--- config.mk ---
export PLATFORM = sky130hd
export DESIGN_NAME = clk_sw_ctrl_flat
export DESIGN_NICKNAME = d
export VERILOG_FILES = /design/src/rtl/clk_sw_pkg.sv /design/src/rtl/clk_sw_ctrl_if.sv /design/src/rtl/bit_sync.sv /design/src/rtl/clk_sw_ctrl.sv /design/src/flat_wrapper.sv
export SDC_FILE = /design/constraint.sdc
export NUM_CORES = 1
export LEC_CHECK = 0
export ABC_AREA = 1
export BUFFER_PORTS_ARGS = -buffer_cell sky130_fd_sc_hd__clkbuf_2
export CAP_MARGIN = 10
export CORE_MARGIN = 8
export CORE_UTILIZATION = 31
export CTS_CLUSTER_SIZE = 25
export DETAILED_ROUTE_END_ITERATION = 10
export PLACE_DENSITY = 0.46
export SLEW_MARGIN = 10
export SYNTH_ARGS = -nofsm -noshare
export SYNTH_HDL_FRONTEND = slang
export SYNTH_SLANG_ARGS = --single-unit
--- constraint.sdc ---
create_clock -name clk -period 1.85 [get_ports clk]
set_clock_uncertainty 0.05 [all_clocks]
set_input_delay 0.0925 -clock clk [delete_from_list [all_inputs] [get_ports clk]]
set_output_delay 0.0925 -clock clk [all_outputs]
set_load 0.01 [all_outputs]
--- src/rtl/clk_sw_pkg.sv ---
// Shared types and defaults for the glitch-free clock switch controller.
package clk_sw_pkg;

  typedef enum logic [2:0] {
    ST_INIT,
    ST_IDLE,
    ST_BREAK,
    ST_MAKE,
    ST_ERR
  } sw_state_e;

  localparam int TIMEOUT_CYC_DEF = 64;
  localparam int SYNC_STAGES_DEF = 2;

endpackage

--- src/rtl/clk_sw_ctrl_if.sv ---
// Request/status bundle between the switch controller and its requester / clock mux.
interface clk_sw_ctrl_if;
  logic sw_req;
  logic sw_target;
  logic stat0;
  logic stat1;
  logic select;
  logic cur_sel;
  logic busy;
  logic done;
  logic err;

  modport master (
    output sw_req, sw_target, stat0, stat1,
    input  select, cur_sel, busy, done, err
  );

  modport slave (
    input  sw_req, sw_target, stat0, stat1,
    output select, cur_sel, busy, done, err
  );
endinterface

--- src/rtl/bit_sync.sv ---
// Multi-flop single-bit synchronizer with asynchronous active-low reset.
module bit_sync #(
  parameter int DEPTH = 2
) (
  input  logic clk,
  input  logic rst_n,
  input  logic d_i,
  output logic q_o
);

  logic [DEPTH-1:0] sync_d;
  logic [DEPTH-1:0] sync_q;

  always_comb begin
    sync_d = {sync_q[DEPTH-2:0], d_i};
  end

  always_ff @(posedge clk or negedge rst_n) begin
    if (!rst_n) sync_q <= '0;
    else        sync_q <= sync_d;
  end

  assign q_o = sync_q[DEPTH-1];

endmodule

--- src/rtl/clk_sw_ctrl.sv ---
// Break-before-make sequencer driving the select of a glitch-free clock mux,
// with a per-sequence timeout and detection of both branches enabled at once.
module clk_sw_ctrl
  import clk_sw_pkg::*;
#(
  parameter int TIMEOUT_CYC = TIMEOUT_CYC_DEF,
  parameter int SYNC_STAGES = SYNC_STAGES_DEF
) (
  input logic         clk,
  input logic         rst_n,
  clk_sw_ctrl_if.slave sw
);

  localparam int TW = $clog2(TIMEOUT_CYC + 1);
  localparam logic [TW-1:0] TMO = TW'(TIMEOUT_CYC);

  logic stat0_s, stat1_s;

  bit_sync #(.DEPTH(SYNC_STAGES)) u_sync0 (
    .clk(clk), .rst_n(rst_n), .d_i(sw.stat0), .q_o(stat0_s)
  );
  bit_sync #(.DEPTH(SYNC_STAGES)) u_sync1 (
    .clk(clk), .rst_n(rst_n), .d_i(sw.stat1), .q_o(stat1_s)
  );

  sw_state_e     state_d, state_q;
  logic          select_d, select_q;
  logic          cur_sel_d, cur_sel_q;
  logic          busy_d, busy_q;
  logic          done_d, done_q;
  logic          err_d, err_q;
  logic [TW-1:0] timer_d, timer_q;

  logic          accept, both_hi, old_stat, tgt_stat, timed_out;
  logic [TW-1:0] timer_inc;

  always_comb begin
    accept    = sw.sw_req && ((state_q == ST_IDLE) || (state_q == ST_ERR));
    both_hi   = stat0_s && stat1_s;
    // select=1 routes clk0, so each source's status is the opposite-numbered stat
    old_stat  = cur_sel_q ? stat0_s : stat1_s;
    tgt_stat  = select_q ? stat0_s : stat1_s;
    timer_inc = (timer_q == TMO) ? TMO : timer_q + TW'(1);
    timed_out = (timer_inc == TMO);

    state_d   = state_q;
    select_d  = select_q;
    cur_sel_d = cur_sel_q;
    busy_d    = busy_q;
    done_d    = 1'b0;
    err_d     = err_q;
    timer_d   = timer_q;

    if (both_hi) begin
      state_d = ST_ERR;
      err_d   = 1'b1;
      busy_d  = 1'b0;
    end else begin
      case (state_q)
        ST_INIT: begin
          timer_d = timer_inc;
          if (stat1_s) begin
            state_d = ST_IDLE;
            busy_d  = 1'b0;
          end else if (timed_out) begin
            state_d = ST_ERR;
            err_d   = 1'b1;
            busy_d  = 1'b0;
          end
        end
        ST_IDLE, ST_ERR: begin
          if (accept) begin
            if ((state_q == ST_IDLE) && (sw.sw_target == cur_sel_q)) begin
              done_d = 1'b1;
            end else begin
              state_d  = ST_BREAK;
              select_d = sw.sw_target;
              busy_d   = 1'b1;
              err_d    = 1'b0;
              timer_d  = '0;
            end
          end
        end
        ST_BREAK: begin
          timer_d = timer_inc;
          if (timed_out) begin
            state_d = ST_ERR;
            err_d   = 1'b1;
            busy_d  = 1'b0;
          end else if (!old_stat) begin
            state_d = ST_MAKE;
          end
        end
        ST_MAKE: begin
          // completion wins over a timeout landing on the same cycle
          if (tgt_stat) begin
            state_d   = ST_IDLE;
            done_d    = 1'b1;
            cur_sel_d = select_q;
            busy_d    = 1'b0;
          end else begin
            timer_d = timer_inc;
            if (timed_out) begin
              state_d = ST_ERR;
              err_d   = 1'b1;
              busy_d  = 1'b0;
            end
          end
        end
        default: begin
          state_d = ST_ERR;
          err_d   = 1'b1;
          busy_d  = 1'b0;
        end
      endcase
    end
  end

  always_ff @(posedge clk or negedge rst_n) begin
    if (!rst_n) begin
      state_q   <= ST_INIT;
      select_q  <= 1'b0;
      cur_sel_q <= 1'b0;
      busy_q    <= 1'b1;
      done_q    <= 1'b0;
      err_q     <= 1'b0;
      timer_q   <= '0;
    end else begin
      state_q   <= state_d;
      select_q  <= select_d;
      cur_sel_q <= cur_sel_d;
      busy_q    <= busy_d;
      done_q    <= done_d;
      err_q     <= err_d;
      timer_q   <= timer_d;
    end
  end

  assign sw.select  = select_q;
  assign sw.cur_sel = cur_sel_q;
  assign sw.busy    = busy_q;
  assign sw.done    = done_q;
  assign sw.err     = err_q;

endmodule

--- src/flat_wrapper.sv ---
// flat-port wrapper written by rule: the top's interface ports become plain ports
module clk_sw_ctrl_flat import clk_sw_pkg::*;
#(
  parameter int TIMEOUT_CYC = TIMEOUT_CYC_DEF,
  parameter int SYNC_STAGES = SYNC_STAGES_DEF
)
  (clk, rst_n, sw_sw_req, sw_sw_target, sw_stat0, sw_stat1, sw_select, sw_cur_sel, sw_busy, sw_done, sw_err);
  clk_sw_ctrl_if sw_i ();
  input logic clk;
  input logic rst_n;
  input wire logic [$bits(sw_i.sw_req)-1:0] sw_sw_req;
  input wire logic [$bits(sw_i.sw_target)-1:0] sw_sw_target;
  input wire logic [$bits(sw_i.stat0)-1:0] sw_stat0;
  input wire logic [$bits(sw_i.stat1)-1:0] sw_stat1;
  output wire logic [$bits(sw_i.select)-1:0] sw_select;
  output wire logic [$bits(sw_i.cur_sel)-1:0] sw_cur_sel;
  output wire logic [$bits(sw_i.busy)-1:0] sw_busy;
  output wire logic [$bits(sw_i.done)-1:0] sw_done;
  output wire logic [$bits(sw_i.err)-1:0] sw_err;
  assign sw_i.sw_req = sw_sw_req;
  assign sw_i.sw_target = sw_sw_target;
  assign sw_i.stat0 = sw_stat0;
  assign sw_i.stat1 = sw_stat1;
  assign sw_select = sw_i.select;
  assign sw_cur_sel = sw_i.cur_sel;
  assign sw_busy = sw_i.busy;
  assign sw_done = sw_i.done;
  assign sw_err = sw_i.err;
  clk_sw_ctrl #(.TIMEOUT_CYC(TIMEOUT_CYC), .SYNC_STAGES(SYNC_STAGES)) u_core (.clk(clk), .rst_n(rst_n), .sw(sw_i));
endmodule
== Word level (Yosys, flattened, before mapping) ==
Cells that the tools add are included.
Operators by class
  add/sub/neg operators: 1
  eq/ne operators: 15
  muxes and demuxes: 35
  bitwise operators: 2
  reductions and logical operators: 14
Operators with widths (number)
  2-to-1 mux 7 bit: 4
  2-to-1 mux 3 bit: 8
  case mux 7 bit (3 select lines): 1
  2-to-1 mux 1 bit: 18
  equality test 7 bit (second input constant): 2
  case mux 3 bit (4 select lines): 1
  != test 3 x 2 -> 1 bit (second input constant): 3
  case mux 1 bit (4 select lines): 2
  AND reduction 4 bit: 2
  adder 7 x 1 -> 7 bit (second input constant): 1
  equality test 3 x 2 -> 1 bit (second input constant): 2
  AND reduction 3 bit: 2
  AND reduction 5 bit: 1
  != test 2 bit (second input constant): 2
  != test 4 x 3 -> 1 bit (second input constant): 1
  OR reduction 2 bit: 2
  equality test 3 x 1 -> 1 bit (second input constant): 1
  equality test 3 bit (second input constant): 1
  logical AND 1 bit: 3
  zero test 3 bit: 1
  != test 3 x 1 -> 1 bit (second input constant): 1
  nonzero test 3 bit: 1
  != test 2 x 1 -> 1 bit (second input constant): 1
  NOT 1 bit: 2
  4 further kinds: 4
Word-level totals
  bits in registers: 19
  input bits: 6
  output and inout port bits: 5
  word-level logic and storage cells: 76

== Depth between registers and ports, before layout ==
Gate-level depths: netlist of run 1.
  depth in word-level cells: 7
  depth in mapped cells: 13
  mapped depth without buffers: 13

== Cells and area by module ==
From an unflattened synthesis of run 1, not the netlist that was laid out.
Unflattened totals
  cells, all modules: 156
  area total of the unflattened synthesis: 1151.1 um^2
By module, submodules not included
  clk_sw_ctrl: times used 1, cells an instance 152, area each 1051.0 um^2, seq. area each 376.6 um^2
  bit_sync: times used 2, cells an instance 2, area each 50.0 um^2, seq. area each 50.0 um^2

== Worst setup path before layout of run 1 ==
No wires, ideal clock.
  kind: register -> register
  start point: reg u_core.timer_q[0]
  end point: reg u_core.state_q[2]
  library setup time: 0.127 ns
  data arrival time: 1.401 ns
  data required time: 1.673 ns
  slack: 0.272 ns
  cell stages (with the launch flop): 13
  buffers on the path: 0
  cell sequence: dfrtp_1 inv_1 ha_1 nand2_1 nand3b_1 nand2_1 nand2_1 nor2_1 nand2_2 nand3_1 nand2_1 nand2_1 nand3_1
On the way
  cells in the longest elaborated chain, start to end: 7
  elaborated cells on any way between the ends: 12
RTL lines
  start: declaration: line clk_sw_ctrl.sv:32  | logic [TW-1:0] timer_d, timer_q;
  start signal: assignment: line clk_sw_ctrl.sv:135  | timer_q <= timer_d;
  adder 7 x 1 -> 7 bit / equality test 7 bit (equally long branches): line clk_sw_ctrl.sv:43  | timer_inc = (timer_q == TMO) ? TMO : timer_q + TW'(1);
  2-to-1 mux 7 bit (*): line clk_sw_ctrl.sv:43
  equality test 7 bit (*): line clk_sw_ctrl.sv:44  | timed_out = (timer_inc == TMO);
  2-to-1 mux 3 bit
  2-to-1 mux 3 bit, on equally long branches
  case mux 3 bit (4 select lines): line clk_sw_ctrl.sv:59  | case (state_q)
  2-to-1 mux 3 bit: line clk_sw_ctrl.sv:54  | if (both_hi) begin
  end signal: assignment: line clk_sw_ctrl.sv:129  | state_q <= state_d;
  end: declaration: line clk_sw_ctrl.sv:26  | sw_state_e state_d, state_q;
Every way passes the cells marked *; elsewhere a longest branch is shown, timed or not.
A chain may end at the register's enable or synchronous reset.

== Final worst setup path of run 1 ==
Ends and elaborated chain as after synthesis.

==> results.md, run 1 <==
* Mean post-synth cell area at 7.49 µm²
* Max VDD drop at 0.000501 V
* CTS clock-pin slew for the worst setup and hold paths at 110 ps
* Top cell by count, worst path: nand2_1
* Cell taking the most area after synthesis: dfrtp_1
* Die X at 76.2 µm
* Tot Pwr at 0.00168 W
* Worst-Skew Late Latency at 300 ps
* Final nets at 178
* Yosys top cell area share at 0.401
* FF/Latch Area at 477 µm²
* DR WL/cell at 11.2 µm
* Async SR Flop Fraction at 1.00
* ANT nets after route at 0
* Drt first pass iters at 4
* Final hold vios at 0
* Worst rel slew slack at 0.675
* Crit start category: flip-flop
* Number of global-route vias before repair at 954
* CP Class: flip-flop to flip-flop
* Overflow after GRT at 0
* Pwr per Cell Area at 1280 mW/mm²
* Root cell of the clock tree: clkbuf_4
* Max-Cap Viols at 0
* CP max FO at 5
* Synth Flop Type: dfrtp_1
* Cts bufs inserted at 3
* Area of the die at 0.00581 mm²
* Dpl hpwl at 1.89 mm
* Yosys warns at 0
* CTS tree: built
* IO Count at 11
* Synth Register Bits at 19
* Starting density of the core at 0.314
* Multi-input logic area at 556 µm²
* WP data arrival at 1840 ps
* Post-CTS Setup Bufs at 0
* Share of the yosys chip area belonging to registers at 0.424
* Area grow syn2layout at 17.3%
* Final WS setup at 148 ps
* TNS Setup at 0 ps
* Post-Place Worst Slack at 95.9 ps
* Fmax at 587 MHz
* Largest net degree at the start of global routing at 20
* CP Launch Point: u_core.timer_q[0]$_DFFE_PN0P_
* Post-Syn Nets at 158
* Sink Count at 19
* Core area at 0.00358 mm²
* HP Class: primary input to flip-flop
* Fillers at 385
* H-tree Lvls at 1
* Post-route DRC violation count at 0
* First-pass GRT wire length at 4.08 mm
* Chip height at 76.2 µm
* WP data required at 1990 ps
* Crit-path slowest cell: dfrtp_1
* Min Tclk post-route at 1700 ps
* Most frequent cells after synthesis: nand2_1 (41), inv_1 (23), dfrtp_1 (18)
* EDFF count, synth at 0
* Layout cells sized above 1 at 0.219
* Slew @ Worst Pin at 487 ps
* Cells after Synth at 150
* Placed cell count at 209
* Iter 0 DRT Violations at 42
* Max-slew violations at 0
* Final setup vio count at 0
* Critical Path, Cell by Cell: inv_2, ha_1, nand2_1, nand3b_1, nand2_1, nand2_1, nor2_2, nand2_2, nand3_1, nand2_1, nand2_1, nand3_1
* Final hold slack at 11.1 ps
* R2r startpoint: u_core.timer_q[0]$_DFFE_PN0P_
* LEAKAGE at 0.664 nW
* CTS max path bufs at 2
* Final period util at 0.920
* Crit end category: flip-flop
* GPL Wtd Cong at 0.857
* Finished Layout Cells at 217
* Via count at 1012
* CP max stage delay at 420 ps
* Synthesized area at 0.00112 mm²
* Status: finished, final reports clean
* Row Count at 22
* Total Wirelength at 2.42 mm
* Most common cell in the netlist: nand2_1
* DR vias/cell at 4.66
* Synth cell types at 26
* Antenna diode count at 0
* Synth area leaders: dfrtp_1 (40%), nand2_1 (14%), inv_1 (7.7%)
* Port bufs at 10
* GRT Overall Usage at 0.0831
* Initial antenna violation count at 0
* Hold Crit Start: sw_sw_req
## timing repair
| action | 4_1_cts | 5_1_grt |
|---|---|---|
| hold buffers | 4 | 0 |
| endpoints found under the setup margin | 0 | 4 |
| endpoints found under the hold margin | 21 | 0 |
| gates resized for setup | 0 | 6 |
## cell usage in the layout, fill, tap and decap left out, drive strengths merged
cell type     n
nand4         1
o22ai         5
nor3          2
dfrtp        18
a21oi         4
xnor2         1
nand3        12
ha            2
nand3b        1
clkbuf       14
o21bai        1
buf           1
o31ai         2
dfstp         1
nand2        44
o21ai        12
nor2         16
dlygate4sd3   4
inv          27
o21a          1
## path summary, 6_finish.rpt
kind	endpoint	slack [ps]	depth (start not counted)
setup / recovery	u_core.state_q[2]$_DFFE_PN0P_	150	12
hold / removal	u_core.sw.done$_DFF_PN0_	10	3
setup reg to reg	u_core.state_q[2]$_DFFE_PN0P_	150	12
hold reg to reg	u_core.u_sync1.sync_q[1]$_DFF_PN0_	310	0
max in group asynchronous	u_core.sw.busy$_DFFE_PN1P_	1170	2
min in group asynchronous	u_core.state_q[1]$_DFFE_PN0P_	220	2
## layout make-up
| type | instances | share of cell area |
|---|---|---|
| Multi-Input combinational cell | 104 | 0.422 |
| Tap cell | 48 | 0.0456 |
| Clock buffer | 4 | 0.0199 |
| Sequential cell | 19 | 0.362 |
| Inverter | 27 | 0.0769 |
| Timing Repair Buffer | 15 | 0.0741 |
## registers in the layout, summed over array words and instances (netlist names), 2 cells and up
name,flops
u_core.state_q,3
u_core.timer_q,7
u_core.u_sync1.sync_q,2
u_core.u_sync0.sync_q,2
## metal layers
metal	wire, µm	track usage
met1	1130	0.105
met3	99	0.0189
met2	1160	0.132
met4	32	0.0365
met5	0	0
## kinds of logic after synthesis
| logic type | after synthesis | synth area share |
|---|---|---|
| AND/OR/NAND/NOR | 76 | 0.306 |
| flip-flops | 19 | 0.424 |
| buffers and inverters | 27 | 0.0902 |
| AO/OA/AOI/OAI | 25 | 0.149 |
| XOR/XNOR | 1 | 0.00780 |
| adder cells (fa/ha/maj) | 2 | 0.0223 |
## worst max-delay path: cells and delay by family (launching register included)
| family | cells | cell delay, ps |
|---|---|---|
| AND/OR/NAND/NOR | 10 | 880 |
| buffers and inverters | 1 | 90 |
| flip-flops | 1 | 420 |
| adder cells (fa/ha/maj) | 1 | 150 |
## metrics by stage
stage / area, µm² / util
2_1_floorplan: 1120 / -
3_3_place_gp: 1240 / 0.347
3_5_place_dp: 1240 / 0.347
4_1_cts: 1310 / 0.365
5_1_grt: 1320 / 0.368
6_report: 1320 / 0.368
## power breakdown
| group | leakage [nW] | internal, W | switching, W |
|---|---|---|---|
| Clock | 0.0150 | 0.0000840 | 0.000135 |
| Combinational | 0.408 | 0.000289 | 0.000532 |
| Sequential | 0.241 | 0.000524 | 0.000118 |
| Total | 0.664 | 0.000897 | 0.000785 |
No activity file was read; power rests on OpenSTA's default activity.
==> inputs of run 2 (changes only) <==
Settings changed: CORE_MARGIN 8 to unset, SYNTH_HIERARCHICAL set to 1.
==> results.md, run 2 <==
* CTS clock-pin slew for the worst setup and hold paths at 80 ps (was 110 ps)
* Hold Crit Start: sw_sw_target (was sw_sw_req)
* Status: finished, final reports clean (unchanged)
* Max reg flops at 7 (unchanged)
* Port bufs at 10 (unchanged)
* GPL Wtd Cong at 0.782 (was 0.857)
* Async SR Flop Fraction at 1.00 (unchanged)
* Synth Register Bits at 19 (unchanged)
* Final setup vio count at 0 (unchanged)
* Most frequent cells after synthesis: nand2_1 (49), inv_1 (24), dfrtp_1 (18) (was nand2_1 (41), inv_1 (23), dfrtp_1 (18))
* H-tree Lvls at 1 (unchanged)
* Mean post-synth cell area at 7.38 µm² (was 7.49 µm²)
* Initial antenna violation count at 0 (unchanged)
* Tot Pwr at 0.00187 W (was 0.00168 W)
* Final period util at 0.946 (was 0.920)
* Fillers at 365 (was 385)
* Cells after Synth at 156 (was 150)
* Total Wirelength at 2.50 mm (was 2.42 mm)
* R2r startpoint: u_core/timer_q[1]$_DFFE_PN0P_ (was u_core.timer_q[0]$_DFFE_PN0P_)
* Synth Flop Type: dfrtp_1 (unchanged)
* Final WS setup at 100 ps (was 148 ps)
* Crit end category: flip-flop (unchanged)
* Antenna diode count at 0 (unchanged)
* Hold path depth at 3 (unchanged)
* Synthesized area at 0.00115 mm² (was 0.00112 mm²)
* Sink Count at 19 (unchanged)
* Final nets at 185 (was 178)
* WP data required at 1950 ps (was 1990 ps)
* Cts bufs inserted at 3 (unchanged)
* First-pass GRT wire length at 4.29 mm (was 4.08 mm)
* Post-Syn Nets at 164 (was 158)
* IO Count at 11 (unchanged)
* LEAKAGE at 0.743 nW (was 0.664 nW)
* Finished Layout Cells at 222 (was 217)
* CP max FO at 7 (was 5)
* Worst hold endpoint: u_core/sw.select$_DFFE_PN0P_ (was u_core.sw.done$_DFF_PN0_)
* Largest regs: u_core/timer_q (7), u_core/state_q (3) (was u_core.timer_q (7), u_core.state_q (3))
* Area of the die at 0.00396 mm² (was 0.00581 mm²)
* Yosys warns at 6 (was 0)
* Area grow syn2layout at 21.6% (was 17.3%)
* Largest net degree at the start of global routing at 20 (unchanged)
* CTS max path bufs at 2 (unchanged)
* Iter 0 DRT Violations at 35 (was 42)
* Top reg by flops: u_core/timer_q (was u_core.timer_q)
* Synth cell types at 28 (was 26)
* Max-Cap Viols at 0 (unchanged)
* Layout cells sized above 1 at 0.273 (was 0.219)
* Yosys top cell area share at 0.391 (was 0.401)
* CTS tree: built (unchanged)
* DR vias/cell at 4.55 (was 4.66)
* Most common cell in the netlist: nand2_1 (unchanged)
* Cell taking the most area after synthesis: dfrtp_1 (unchanged)
* Dpl hpwl at 1.90 mm (was 1.89 mm)
* DR WL/cell at 11.2 µm (about the same)
* Max VDD drop at 0.000588 V (was 0.000501 V)
* Number of global-route vias before repair at 915 (was 954)
* Dpl cell area at 0.00126 mm² (was 0.00124 mm²)
* Chip height at 62.9 µm (was 76.2 µm)
* Post-Place Worst Slack at 45.7 ps (was 95.9 ps)
* R2r worst-path depth at 13 (was 12)
* Synth area leaders: dfrtp_1 (39%), nand2_1 (16%), inv_1 (7.8%) (was dfrtp_1 (40%), nand2_1 (14%), inv_1 (7.7%))
* Drt first pass iters at 4 (unchanged)
* ANT nets after route at 0 (unchanged)
* R2r endpoint: u_core/state_q[1]$_DFFE_PN0P_ (was u_core.state_q[2]$_DFFE_PN0P_)
* Post-route DRC violation count at 0 (unchanged)
* CP Class: flip-flop to flip-flop (unchanged)
* Root cell of the clock tree: clkbuf_8 (was clkbuf_4)
* Via count at 1009 (was 1012)
* Worst-Skew Late Latency at 260 ps (was 300 ps)
* Die X at 62.9 µm (was 76.2 µm)
* Share of the yosys chip area belonging to registers at 0.414 (was 0.424)
* Most frequent cells in the layout: nand2_1 (45), inv_1 (21), dfrtp_1 (18), nand3_1 (11), nor2_1 (11) (was nand2_1 (40), inv_1 (21), dfrtp_1 (18), nand3_1 (11), clkbuf_2 (10))
* Commonest non-fill, non-tap cell in the layout: nand2_1 (unchanged)
* Crit start category: flip-flop (unchanged)
* GRT Overall Usage at 0.141 (was 0.0831)
* Max-slew violations at 0 (unchanged)
* Min Tclk post-route at 1750 ps (was 1700 ps)
* EDFF count, synth at 0 (unchanged)
* Slew @ Worst Pin at 491 ps (was 487 ps)
* Fmax at 571 MHz (was 587 MHz)
* Worst rel slew slack at 0.673 (was 0.675)
* Placed cell count at 212 (was 209)
* Overflow after GRT at 0 (unchanged)
* Core area at 0.00344 mm² (was 0.00358 mm²)
* Row Count at 21 (was 22)
* WP data arrival at 1850 ps (was 1840 ps)
* Reg2Reg Setup Slack at 100 ps (was 150 ps)
* HP Class: primary input to flip-flop (unchanged)
* Starting density of the core at 0.334 (was 0.314)
* Pwr per Cell Area at 1330 mW/mm² (was 1280 mW/mm²)
* Unrepaired setup endpoints after global routing: yes
* Final hold vios at 0 (unchanged)
* Design Area, Final at 0.00140 mm² (was 0.00132 mm²)
[run 2: cell count changes in the layout (fill, tap and decap cells not counted), moves of 3 or more]
| cell | before | now |
|---|---|---|
| nand2_1 | 40 | 45 |
| clkbuf_4 | 3 | 0 |
| nand2_2 | 3 | 6 |
| nand3_2 | 1 | 4 |
| clkbuf_8 | 0 | 3 |
| buf_4 | 1 | 4 |
| nor2_2 | 6 | 3 |
[run 2: repair_timing]
item / in CTS / in global routing
hold endpoints to repair: 20 / 0
hold buffers: 3 / 0
resized for setup: 0 / 15
buffers inserted: 0 / 3
setup endpoints to repair: 0 / 5
[run 2: routing by layer]
| layer | track usage | routed length (µm) |
|---|---|---|
| met5 | 0 | 0 |
| met3 | 0.0383 | 74 |
| met4 | 0.0523 | 35 |
| met2 | 0.204 | 1060 |
| met1 | 0.197 | 1330 |
[run 2: cell families (layout without fill, tap and decap cells)]
kind of cell             Yosys count  after routing  share of synthesized area
AND/OR/NAND/NOR                   87             87                      0.338
buffers and inverters             27             47                     0.0913
flip-flops                        19             19                      0.414
AO/OA/AOI/OAI                     18             18                      0.110
adder cells (fa/ha/maj)            2              2                     0.0217
XOR/XNOR                           2              2                     0.0152
multiplexers                       1              1                    0.00978
[run 2: cell type report]
class / instances / area, µm² / share of cell area
Clock buffer: 3 / 41.3 / 0.0295
Clock inverter: 1 / 5.00 / 0.00357
Timing Repair Buffer: 17 / 110 / 0.0786
Sequential cell: 19 / 477 / 0.340
Multi-Input combinational cell: 110 / 612 / 0.437
Inverter: 26 / 97.6 / 0.0697
Tap cell: 46 / 57.6 / 0.0411
[run 2: where the power goes]
group / internal (W) / switching (W)
clock network: 0.000150 / 0.000141
registers: 0.000525 / 0.000137
logic: 0.000364 / 0.000551
[run 2: critical path: stages, from the launching register on]
cell	delay, ps
dfrtp_1	430
inv_2	110
ha_4	130
inv_2	30
nor2_2	100
nand3_2	100
nand2_2	100
nand2_2	60
nor2_2	130
nand2_2	130
nand3_1	100
nand2_1	50
nand2_1	60
nand2_1	50
[run 2: worst max-delay path by stage]
| stage | startpoint | endpoint | slack, ps | cells after the start |
|---|---|---|---|---|
| 2_1_floorplan | u_core/timer_q[0]$_DFFE_PN0P_ | u_core/state_q[2]$_DFFE_PN0P_ | 300 | 13 |
| 3_3_place_gp | u_core/timer_q[0]$_DFFE_PN0P_ | u_core/state_q[2]$_DFFE_PN0P_ | 40 | 13 |
| 3_5_place_dp | u_core/timer_q[0]$_DFFE_PN0P_ | u_core/state_q[2]$_DFFE_PN0P_ | 50 | 13 |
| 4_1_cts | u_core/timer_q[0]$_DFFE_PN0P_ | u_core/state_q[2]$_DFFE_PN0P_ | 30 | 13 |
| 5_1_grt | u_core/timer_q[1]$_DFFE_PN0P_ | u_core/state_q[0]$_DFFE_PN0P_ | -7 | 13 |
| 6_report | u_core/timer_q[1]$_DFFE_PN0P_ | u_core/state_q[1]$_DFFE_PN0P_ | 100 | 13 |
[run 2: per-stage QoR]
step,hold slack (ps),TNS [ps],utilization
2_1_floorplan,-253,0,-
3_3_place_gp,32.1,0,0.366
3_5_place_dp,39.3,0,0.366
4_1_cts,19.2,0,0.388
5_1_grt,45.3,-12.2,0.407
6_report,25.6,0,0.407
